===== config.mk =====
export PLATFORM = sky130hd
export DESIGN_NAME = bsg_frame_loopback_tester
export DESIGN_NICKNAME = d
export VERILOG_FILES = /design/src/rtl/bsg_frame_loopback_tester.sv
export SDC_FILE = /design/constraint.sdc
export NUM_CORES = 1
export LEC_CHECK = 0
export ABC_AREA = 0
export CORE_UTILIZATION = 43
export CTS_CLUSTER_DIAMETER = 60
export DETAILED_ROUTE_END_ITERATION = 6
export PLACE_DENSITY = 0.87
export SYNTH_ARGS = -nofsm -noshare
export SYNTH_HDL_FRONTEND = slang
export SYNTH_SLANG_ARGS = --single-unit

===== constraint.sdc =====
create_clock -name clk_i -period 6 [get_ports clk_i]
set_clock_uncertainty 0.15 [all_clocks]
set_input_delay 1.2 -clock clk_i [delete_from_list [all_inputs] [get_ports clk_i]]
set_output_delay 1.2 -clock clk_i [all_outputs]
set_load 0.05 [all_outputs]

===== src/rtl/bsg_frame_loopback_tester.sv =====
// Loopback traffic generator/checker: issues numbered packets toward a remote node
// and checks that they come back in order with source/destination ids swapped.
module bsg_frame_loopback_tester #(
  parameter int ring_width_p = 80,
  parameter int my_id_p      = 0,
  parameter int target_id_p  = 1,
  parameter int num_pkts_p   = 16,
  parameter int max_out_p    = 4
) (
  input  logic                    clk_i,
  input  logic                    reset_n_i,
  input  logic                    start_i,
  output logic                    v_o,
  output logic [ring_width_p-1:0] data_o,
  input  logic                    yumi_i,
  input  logic                    v_i,
  input  logic [ring_width_p-1:0] data_i,
  output logic                    ready_o,
  output logic                    done_o,
  output logic                    error_o,
  output logic [7:0]              err_cnt_o,
  output logic [15:0]             recv_cnt_o
);

  localparam int          PW       = ring_width_p - 8;
  localparam logic [3:0]  MY_ID    = 4'(my_id_p);
  localparam logic [3:0]  TGT_ID   = 4'(target_id_p);
  localparam logic [15:0] NUM_PKTS = 16'(num_pkts_p);
  localparam logic [3:0]  MAX_OUT  = 4'(max_out_p);

  typedef enum logic [1:0] {IDLE, RUN, DRAIN, DONE} state_e;

  // Payload is the 16-bit counter zero-extended or truncated to the payload field.
  function automatic logic [ring_width_p-1:0] make_pkt(input logic [3:0] dest,
                                                       input logic [3:0] src,
                                                       input logic [15:0] cnt);
    logic [PW+15:0] ext;
    ext = {{PW{1'b0}}, cnt};
    return {dest, src, ext[PW-1:0]};
  endfunction

  function automatic logic [7:0] sat_inc8(input logic [7:0] v);
    return (v == 8'hFF) ? v : v + 8'd1;
  endfunction

  // Assertion is asynchronous; release is delayed two clocks so the first start
  // can only be seen once every flop is cleanly out of reset.
  logic [1:0] rst_sync;
  logic       rst_n;

  always_ff @(posedge clk_i or negedge reset_n_i) begin
    if (!reset_n_i) rst_sync <= 2'b00;
    else            rst_sync <= {rst_sync[0], 1'b1};
  end

  assign rst_n   = rst_sync[1];
  assign ready_o = rst_n;

  state_e      state, state_n;
  logic [15:0] send_cnt, send_n, recv_n;
  logic [3:0]  outstanding, out_next;
  logic [7:0]  err_n;
  logic        error_n;
  logic        accept, rx, rx_valid, rx_bad;

  assign accept   = v_o & yumi_i;
  assign rx       = v_i & ready_o;
  assign rx_valid = rx && (outstanding != 4'd0);
  assign rx_bad   = rx && ((outstanding == 4'd0) ||
                           (data_i != make_pkt(MY_ID, TGT_ID, recv_cnt_o)));
  assign out_next = outstanding + 4'(accept) - 4'(rx_valid);

  always_comb begin
    state_n = state;
    send_n  = send_cnt;
    recv_n  = recv_cnt_o;
    err_n   = err_cnt_o;
    error_n = error_o;
    if (rx_valid) recv_n = recv_cnt_o + 16'd1;
    if (rx_bad) begin
      err_n   = sat_inc8(err_cnt_o);
      error_n = 1'b1;
    end
    if (accept) send_n = send_cnt + 16'd1;
    case (state)
      IDLE, DONE: if (start_i) begin
        state_n = RUN;
        send_n  = 16'd0;
        recv_n  = 16'd0;
        err_n   = 8'd0;
        error_n = 1'b0;
      end
      RUN:     if (accept && (send_n == NUM_PKTS)) state_n = DRAIN;
      DRAIN:   if (out_next == 4'd0) state_n = DONE;
      default: state_n = IDLE;
    endcase
  end

  // Outputs are registered from next-state values; v_o/data_o only move on
  // acceptance, so an offered packet stays stable until taken.
  always_ff @(posedge clk_i or negedge rst_n) begin
    if (!rst_n) begin
      state       <= IDLE;
      send_cnt    <= 16'd0;
      outstanding <= 4'd0;
      recv_cnt_o  <= 16'd0;
      err_cnt_o   <= 8'd0;
      error_o     <= 1'b0;
      done_o      <= 1'b0;
      v_o         <= 1'b0;
      data_o      <= '0;
    end else begin
      state       <= state_n;
      send_cnt    <= send_n;
      outstanding <= out_next;
      recv_cnt_o  <= recv_n;
      err_cnt_o   <= err_n;
      error_o     <= error_n;
      done_o      <= (state_n == DONE);
      v_o         <= (state_n == RUN) && (out_next < MAX_OUT);
      data_o      <= make_pkt(TGT_ID, MY_ID, send_n);
    end
  end

endmodule


==> flow_summary.toml, run 1 <==
[outcome]
status = "completed"

[setup_path]
crit_family = "simple AND/OR/NAND/NOR gates"
required_ps = 6050
slowest_delay_ps = 480
path_max_fanout = 6
reg2reg_depth = 14
critical_path_depth = 13
crit_buf_inv = 4
path_class = "input port to flip-flop"
startpoint_type = "input port"
path_cells = "clkdlybuf4s50_1, nand2_1, nor2_1, ha_1, inv_1, ha_1, inv_1, fa_1, inv_1, nor3b_1, nand2b_1, o32a_1, nor4bb_1"
critical_path_arrival_ps = 4240
slowest_stage = "fa_1"
critPathMostFrequentCell = "inv_1"
critPathCaptureType = "flip-flop"

[die]
die_w_um = 94.3
die_area_sq_um = 8890
start_util = 0.446
rows = 33
core-area_sq_um = 8220
die_y_um = 94.3
ios = 193

[detailed_routing]
drt-vias-per-instance = 5.11
drtIter0Drc = 156
routedWlPerCell_um = 14.8
wirelength_um = 9510
first_pass_iters = 4
vias = 3281
detail-route-antenna-nets = 0
drc = 0

[finish]
seq_area_sq_um = 1300
design_area_sq_um = 4930
final_cells = 642
n_fill_cell = 728
nets = 632
areaGrowthSynthToFinish_pct = 34.8
multiInputGateArea_sq_um = 2030
diodes = 0
drive_above_1_share = 0.0484

[grt]
use_met3 = 0.0380
top_usage_layer = "met2"
grt_remaining_overflow = 0
grt_pass1_wl_um = 14800
track_usage = 0.214
grt_pass1_vias = 3195
use_met2 = 0.400
grt_max_degree = 52
met1_usage = 0.239
antenna_found_initial = 0

[clock_tree]
cts_tree = "built"
postCtsHoldBufs = 0
cts_max_level = 2
clockRootBuffer = "clkbuf_8"
cts.sinks = 52
post_cts_buffers = 0
numCtsBuffers = 5
clk_latency_ps = 310
clk_pin_slew_worst_paths_ps = 100
clock_path_buffers = 2
cts_resized = 0

[timing]
setup_violations = 0
whs_ps = 208
final-max-slew-violation-count = 0
slew_headroom = 0.576
hold_viol_final = 0
fin_setup_tns_ps = 0
worst_pin_slew_ps = 620
period_needed_ps = 4190
fmax_mhz = 239
finalCritPeriodShare = 0.698
grt_setup_unrepaired = "false"

[yosys]
syn_area_sq_um = 3660
synth_top_family_by_area = "simple AND/OR/NAND/NOR gates"
ys_seq_area_frac = 0.355
ys.flop_type = "dfrtp_1"
yosysTopAreaCell = "dfrtp_1"
synth.mux.area_fraction = 0.00854
synth_compound_area_frac = 0.0796
synth_xor_area_frac = 0.110
ys_seq_elements = 52
synth.top_cells.by_area = "dfrtp_1, buf_4, xor2_1"
synth_edf_count = 0
synth_cells = 408
synth_fa_ha_area_frac = 0.0396
synth_cell_types = 57
yosysWarnings = 0
postSynth.asyncResetShare = 1.00
synth-simple-area-share = 0.249
synth_top_area_frac = 0.355
postSynthAreaPerCell_sq_um = 8.97

[pwr]
powerDensity_nw_per_um2 = 247
p_leak_nw = 2.16
total_power_w = 0.00122
vdd_drop_max_uv = 167

[place]
io_buffers = 129
placed_area_sq_um = 4820
dp_cells = 634
dp_hpwl_um = 7470
place.gp.congestion = 0.889

[run]
cap_violations = 0

[hold_path]
hold_path_class = "flip-flop to flip-flop"
hold_path_depth = 0
final cells by class:
type | instances | area share
tap | 105 | 0.0266
multi-input combinational | 332 | 0.411
clock buffer | 5 | 0.0139
clock inverter | 3 | 0.00862
inverter | 13 | 0.00989
timing repair buffer | 132 | 0.266
sequential | 52 | 0.264
cells by family (layout without fill, tap and decap cells):
| kind of cell | Yosys count | count (layout) |
|---|---|---|
| DFF | 52 | 52 |
| other | 2 | 65 |
| muxes | 3 | 3 |
| and+or+nand+nor | 164 | 164 |
| buffers and inverters | 87 | 153 |
| adders and majority gates | 11 | 11 |
| xor gates and xnor gates | 46 | 46 |
| AOI/OAI and AO/OA | 43 | 43 |
flip-flops by register name (all words and copies together) (netlist names):
| name | count |
|---|---|
| outstanding | 4 |
| state | 2 |
| send_cnt | 15 |
| error_o | 1 |
| err_cnt_o | 8 |
| data_o | 2 |
| done_o | 1 |
| v_o | 1 |
| recv_cnt_o | 16 |
| rst_sync | 2 |
worst register-to-register path: stages (launching register included):
cell and delay [ps]:
dfrtp_1 370, inv_1 70, ha_1 140, nor3b_1 420
nor2_1 210, ha_1 340, inv_1 70, ha_1 180
inv_1 60, fa_1 480, inv_1 50, nor3b_1 300
nand2b_1 110, o32a_1 320, nor4bb_1 290
placed cells by master, fill, tap and decap left out, drive strengths merged, types with 2 or more instances in the layout:
cell type      count
a21oi             16
nand3             13
conb              65
or2                3
o21ai              7
xnor2             16
and4               6
nor4              25
clkdlybuf4s50    129
nor3               9
inv               13
xor2              30
or3                4
mux2i              2
and2               4
nand4             13
buf                3
a31oi              3
nand2             27
nand2b             3
nor3b              2
nor2              40
o211ai             2
o31ai              4
dfrtp             52
a41o               4
and3               7
ha                10
clkbuf             5
and4b              2
cell usage after synthesis, types with 4 or more instances:
master	number
buf_4	63
dfrtp_1	52
nor2_1	40
xor2_1	30
nand2_1	27
nor4_1	24
a21oi_1	16
xnor2_1	16
inv_1	13
nand3_1	12
nand4_1	11
ha_1	10
nor3_1	9
o21ai_0	7
and3_1	6
and4_1	5
buf_2	5
a41o_1	4
clkbuf_1	4
power breakdown:
group	internal [W]	switching (W)	total [W]
Clock	0.000124	0.000119	0.000242
Sequential	0.000392	0.0000476	0.000440
Combinational	0.000189	0.000346	0.000535
Total	0.000705	0.000512	0.00122
worst paths after layout:
| check | from | endpoint | slack [ps] |
|---|---|---|---|
| min in group asynchronous | rst_sync[1]$_DFF_PN0_ | data_o[76]$_DFF_PN0_ | 280 |
| max in group asynchronous | reset_n_i | rst_sync[1]$_DFF_PN0_ | 4680 |
| hold / removal | rst_sync[0]$_DFF_PN0_ | rst_sync[1]$_DFF_PN0_ | 210 |
| hold reg to reg | rst_sync[0]$_DFF_PN0_ | rst_sync[1]$_DFF_PN0_ | 210 |
| setup reg to reg | outstanding[2]$_DFF_PN0_ | done_o$_DFF_PN0_ | 2330 |
| setup / recovery | v_i | done_o$_DFF_PN0_ | 1810 |
layer usage:
| metal | part of all wire | vias up |
|---|---|---|
| li1 | - | 1565 |
| met1 | 0.38 | 1565 |
| met2 | 0.52 | 132 |
| met3 | 0.082 | 19 |
| met4 | 0.017 | 0 |
| met5 | 0 | - |
stage by stage:
| stage | util | worst slack [ps] |
|---|---|---|
| floorplan | - | 1630 |
| global placement | 0.587 | 1740 |
| detailed placement | 0.587 | 1540 |
| CTS | 0.601 | 1810 |
| global route | 0.601 | 1610 |
| finish | 0.601 | 1810 |
Note: power is estimated with default switching activity, not from simulation.
==> run 2, diff against run 1 <==
--- a/config.mk
+++ b/config.mk
@@ -6,10 +6,10 @@
 export NUM_CORES = 1
 export LEC_CHECK = 0
 export ABC_AREA = 0
-export CORE_UTILIZATION = 43
+export CORE_UTILIZATION = 40
 export CTS_CLUSTER_DIAMETER = 60
 export DETAILED_ROUTE_END_ITERATION = 6
-export PLACE_DENSITY = 0.87
+export PLACE_DENSITY = 0.81
 export SYNTH_ARGS = -nofsm -noshare
 export SYNTH_HDL_FRONTEND = slang
 export SYNTH_SLANG_ARGS = --single-unit
==> constraint.sdc (replaced) <==
create_clock -name clk_i -period 4.3 [get_ports clk_i]
set_clock_uncertainty 0.15 [all_clocks]
set_input_delay 0.86 -clock clk_i [delete_from_list [all_inputs] [get_ports clk_i]]
set_output_delay 0.86 -clock clk_i [all_outputs]
set_load 0.05 [all_outputs]
==> flow_summary.toml, run 2 (synthesis results as in run 1) <==
[timing]
grt_setup_unrepaired = "false"
slew_headroom = 0.562
hold_viol_final = 0
fin_setup_tns_ps = 0
fmax_mhz = 277
worst_pin_slew_ps = 657
finalCritPeriodShare = 0.839
setup_violations = 0
period_needed_ps = 3610
final-max-slew-violation-count = 0

[detailed_routing]
drc = 36
top_layer_used = "met4"
wirelength_um = 9250
dr_wl_met3_um = 659
wl_met2_um = 4620
vias = 3234
first_pass_iters = 6
drtIter0Drc = 210
m1WireLength_um = 3740
routedWlPerCell_um = 14.3
drt-vias-per-instance = 5.01
detail-route-antenna-nets = 0

[place]
place.gp.congestion = 0.901
io_buffers = 129
dp_cells = 638
dp_hpwl_um = 7300

[grt]
grt_remaining_overflow = 0
grt_pass1_wl_um = 14700
track_usage = 0.190
grt_pass1_vias = 3011
antenna_found_initial = 0
grt_max_degree = 52

[setup_path]
slowest_delay_ps = 590
critPathMostFrequentCell = "inv_1"
r2r_slack_ps = 960
path_class = "input port to flip-flop"
critPathCaptureType = "flip-flop"
path_max_fanout = 6
path_cells = "clkdlybuf4s50_1, nand2_1, ha_1, inv_1, ha_1, inv_1, fa_1, inv_1, nor3b_1, nand2b_1, o32a_1, nor4bb_1"
required_ps = 4360
critical_path_arrival_ps = 3670
startpoint_type = "input port"
slowest_stage = "clkdlybuf4s50_1"

[finish]
layout_commonest_cell = "clkdlybuf4s50_1"
largest_reg_flops = 16
drive_above_1_share = 0.0502
final_cells = 646
areaGrowthSynthToFinish_pct = 34.5
nets = 633
layout_common_cells = "clkdlybuf4s50_1, conb_1, dfrtp_1"
top_register = "recv_cnt_o"
final_util = 0.559
diodes = 0
reg_top3 = "recv_cnt_o (16), send_cnt (15), err_cnt_o (8)"

[clock_tree]
clock_path_buffers = 2
clockRootBuffer = "clkbuf_8"
post_cts_buffers = 0
clk_pin_slew_worst_paths_ps = 90
cts_tree = "built"
clk_latency_ps = 310
cts_resized = 0
numCtsBuffers = 5
postCtsHoldBufs = 0
cts.sinks = 52
cts_max_level = 2

[pwr]
swShare = 0.431
p_int_w = 0.000927
power_frac_comb = 0.452
clkPwrFrac = 0.174
p_sw_w = 0.000703
p_leak_nw = 2.16
powerDensity_nw_per_um2 = 331
vdd_drop_max_uv = 171
seq_power_share = 0.374

[die]
die_y_um = 97.7
ios = 193
rows = 34
die_w_um = 97.7
start_util = 0.416
die_area_sq_um = 9540
core-area_sq_um = 8810

[run]
cap_violations = 0

[outcome]
violations = "design-rule violations"
status = "finished with violations"

[hold_path]
hold_path_class = "flip-flop to flip-flop"
-- run 2: cell count changes in the layout (fill, tap and decap cells not counted), sizes merged --
| cell | before | now |
|---|---|---|
| bufinv | 1 | 0 |
| buf | 3 | 4 |
| inv | 13 | 14 |
-- run 2: final timing paths --
kind	start	to	depth (start not counted)
max	yumi_i	done_o$_DFF_PN0_	12
min	rst_sync[0]$_DFF_PN0_	rst_sync[1]$_DFF_PN0_	0
min reg2reg	rst_sync[0]$_DFF_PN0_	rst_sync[1]$_DFF_PN0_	0
max in group asynchronous	rst_sync[1]$_DFF_PN0_	state[0]$_DFF_PN0_	1
min in group asynchronous	rst_sync[1]$_DFF_PN0_	recv_cnt_o[9]$_DFF_PN0_	1
max reg2reg	outstanding[2]$_DFF_PN0_	done_o$_DFF_PN0_	14
-- run 2: worst max-delay path, delay by kind of cell --
family | cells | cell delay [ps]
fa+ha+maj | 3 | 930
compound gates | 1 | 310
simple gates | 4 | 820
buf+inv | 4 | 760
-- run 2: final cells by class --
class,instances,area [sq um]
multi-input combinational,332,2030
inverter,13,48.8
clock buffer,5,68.8
fill,799,3880
timing repair buffer,133,1320
tap,108,135
sequential,52,1300
clock inverter,3,21.3
-- run 2: power by group through the flow --
stage                     clock [W]  sequential [W]  combinational [W]
after floorplan                   0        0.000718           0.000442
after global placement            0        0.000616           0.000712
after detailed placement          0        0.000618           0.000735
after CTS                  0.000299        0.000610           0.000740
after global routing       0.000318        0.000618           0.000800
final                      0.000284        0.000609           0.000736
-- run 2: metal layers --
metal	GRT usage	vias up
met5	0	-
met4	0.0524	0
met3	0.0424	22
met2	0.331	130
met1	0.236	1518
li1	-	1564
-- run 2: metrics by stage --
stage	instance area [sq um]	power, W	hold WS, ps	setup WS (ps)
2_1_floorplan	3900	0.00116	181	606
3_3_place_gp	4830	0.00133	185	486
3_5_place_dp	4830	0.00135	192	336
4_1_cts	4920	0.00165	216	709
5_1_grt	4920	0.00174	238	501
6_report	4920	0.00163	216	693
==> run 3, diff against run 2 <==
==> constraint.sdc (replaced) <==
create_clock -name clk_i -period 3.6 [get_ports clk_i]
set_clock_uncertainty 0.15 [all_clocks]
set_input_delay 0.72 -clock clk_i [delete_from_list [all_inputs] [get_ports clk_i]]
set_output_delay 0.72 -clock clk_i [all_outputs]
set_load 0.05 [all_outputs]
==> flow_summary.toml, run 3 (synthesis results as in run 1) <==
[finish]
diodes = 0
final_cells = 649
seq_area_sq_um = 1310
design_area_sq_um = 4960
n_fill_cell = 771
areaGrowthSynthToFinish_pct = 35.5
layout_commonest_cell = "clkdlybuf4s50_1"
multiInputGateArea_sq_um = 2030
nets = 636
top_register = "recv_cnt_o"
reg_top3 = "recv_cnt_o (16), send_cnt (15), err_cnt_o (8)"
layout_common_cells = "clkdlybuf4s50_1, conb_1, dfrtp_1"
drive_above_1_share = 0.0555
largest_reg_flops = 16

[setup_path]
slowest_delay_ps = 480
required_ps = 3650
crit_family = "adder cells"
critPathMostFrequentCell = "inv_1"
path_class = "input port to flip-flop"
path_max_fanout = 2
critical_path_arrival_ps = 3430
crit_buf_inv = 4
startpoint_type = "input port"
slowest_stage = "fa_1"
critPathCaptureType = "flip-flop"
path_cells = "clkdlybuf4s50_1, nand2_1, nor2_1, ha_1, inv_1, ha_1, inv_1, fa_1, inv_1, nor3b_1, nand2b_1, o32a_1, nor4bb_1"

[clock_tree]
postCtsHoldBufs = 0
clk_pin_slew_worst_paths_ps = 100
cts.sinks = 52
cts_resized = 0
numCtsBuffers = 5
cts_tree = "built"
clockRootBuffer = "clkbuf_8"
post_cts_buffers = 0
cts_max_level = 2
clock_path_buffers = 2
clk_latency_ps = 300

[run]
cap_violations = 0

[timing]
whs_ps = 214
fmax_mhz = 296
worst_slack_ps = 220
slew_headroom = 0.441
finalCritPeriodShare = 0.939
period_needed_ps = 3380
hold_viol_final = 0
worst_pin_slew_ps = 834
final-max-slew-violation-count = 0
grt_setup_unrepaired = "false"
setup_violations = 0

[die]
die_y_um = 97.7
die_w_um = 97.7
ios = 193
rows = 34
die_area_sq_um = 9540
core-area_sq_um = 8810
start_util = 0.416

[grt]
grt_max_degree = 51
antenna_found_initial = 0
track_usage = 0.198
grt_remaining_overflow = 0
grt_pass1_vias = 3138
grt_pass1_wl_um = 15200

[detailed_routing]
routedWlPerCell_um = 14.9
drc = 36
vias = 3278
drtIter0Drc = 246
detail-route-antenna-nets = 0
drt-vias-per-instance = 5.05
wirelength_um = 9650
first_pass_iters = 6

[place]
place.gp.congestion = 0.901
dp_cells = 641
dp_hpwl_um = 7570
io_buffers = 129
placed_area_sq_um = 4860
post-place-ws_ps = -174

[pwr]
p_leak_nw = 2.18
vdd_drop_max_uv = 248
powerDensity_nw_per_um2 = 397

[hold_path]
hold_path_class = "flip-flop to flip-flop"

[outcome]
violations = "design-rule violations"
status = "finished with violations"
## run 3: changes by cell type in the layout (fill, tap and decap cells not counted)
cell / before / now
nor3b_1: 2 / 1
dfrtp_4: 0 / 1
clkbuf_8: 5 / 6
dfrtp_2: 1 / 0
clkbuf_1: 0 / 1
clkinvlp_4: 1 / 0
inv_6: 1 / 0
buf_4: 4 / 7
clkinv_4: 0 / 1
nor3b_2: 0 / 1
clkinv_2: 1 / 0
## run 3: stage by stage
stage	TNS, ps	util	total power [W]
after floorplan	0	-	0.00139
after global placement	-41.9	0.552	0.00159
after detailed placement	-221	0.552	0.00162
after CTS	0	0.563	0.00198
after global routing	0	0.563	0.00209
final	0	0.563	0.00197
## run 3: layout make-up
cell class	instances	area share
multi-input combinational	332	0.410
timing repair buffer	136	0.271
sequential	52	0.263
tap	108	0.0272
clock buffer	7	0.0174
inverter	13	0.00984
clock inverter	1	0.00177
## run 3: path summary, 6_finish.rpt
| check | cells after the start | startpoint | slack (ps) | endpoint |
|---|---|---|---|---|
| max in group asynchronous | 1 | rst_sync[1]$_DFF_PN0_ | 2500 | send_cnt[13]$_DFF_PN0_ |
| min in group asynchronous | 1 | rst_sync[1]$_DFF_PN0_ | 380 | outstanding[1]$_DFF_PN0_ |
| min | 0 | rst_sync[0]$_DFF_PN0_ | 210 | rst_sync[1]$_DFF_PN0_ |
| max | 13 | v_i | 220 | done_o$_DFF_PN0_ |
| max reg2reg | 14 | outstanding[2]$_DFF_PN0_ | 330 | done_o$_DFF_PN0_ |
| min reg2reg | 0 | rst_sync[0]$_DFF_PN0_ | 210 | rst_sync[1]$_DFF_PN0_ |
## run 3: worst register-to-register path, delay by kind of cell (launching register included)
family,cells,cell delay [ps]
AOI/OAI and AO/OA,1,310
and+or+nand+nor,5,990
buffers and inverters,4,240
DFF,1,370
adders and majority gates,4,1090
## run 3: power by group
part           switching (W)  total, W  leakage, nW  internal [W]
logic               0.000563  0.000885         1.43      0.000322
clock network       0.000197  0.000355       0.0484      0.000158
registers          0.0000753  0.000729        0.701      0.000654
## run 3: routing by layer
| metal | vias up | routed length [um] | part of all wire | GRT usage |
|---|---|---|---|---|
| met4 | 0 | 195 | 0.020 | 0.0629 |
| met1 | 1558 | 3740 | 0.39 | 0.224 |
| li1 | 1563 | - | - | - |
| met2 | 139 | 4970 | 0.51 | 0.364 |
| met3 | 18 | 747 | 0.077 | 0.0460 |
| met5 | - | 0 | 0 | 0 |
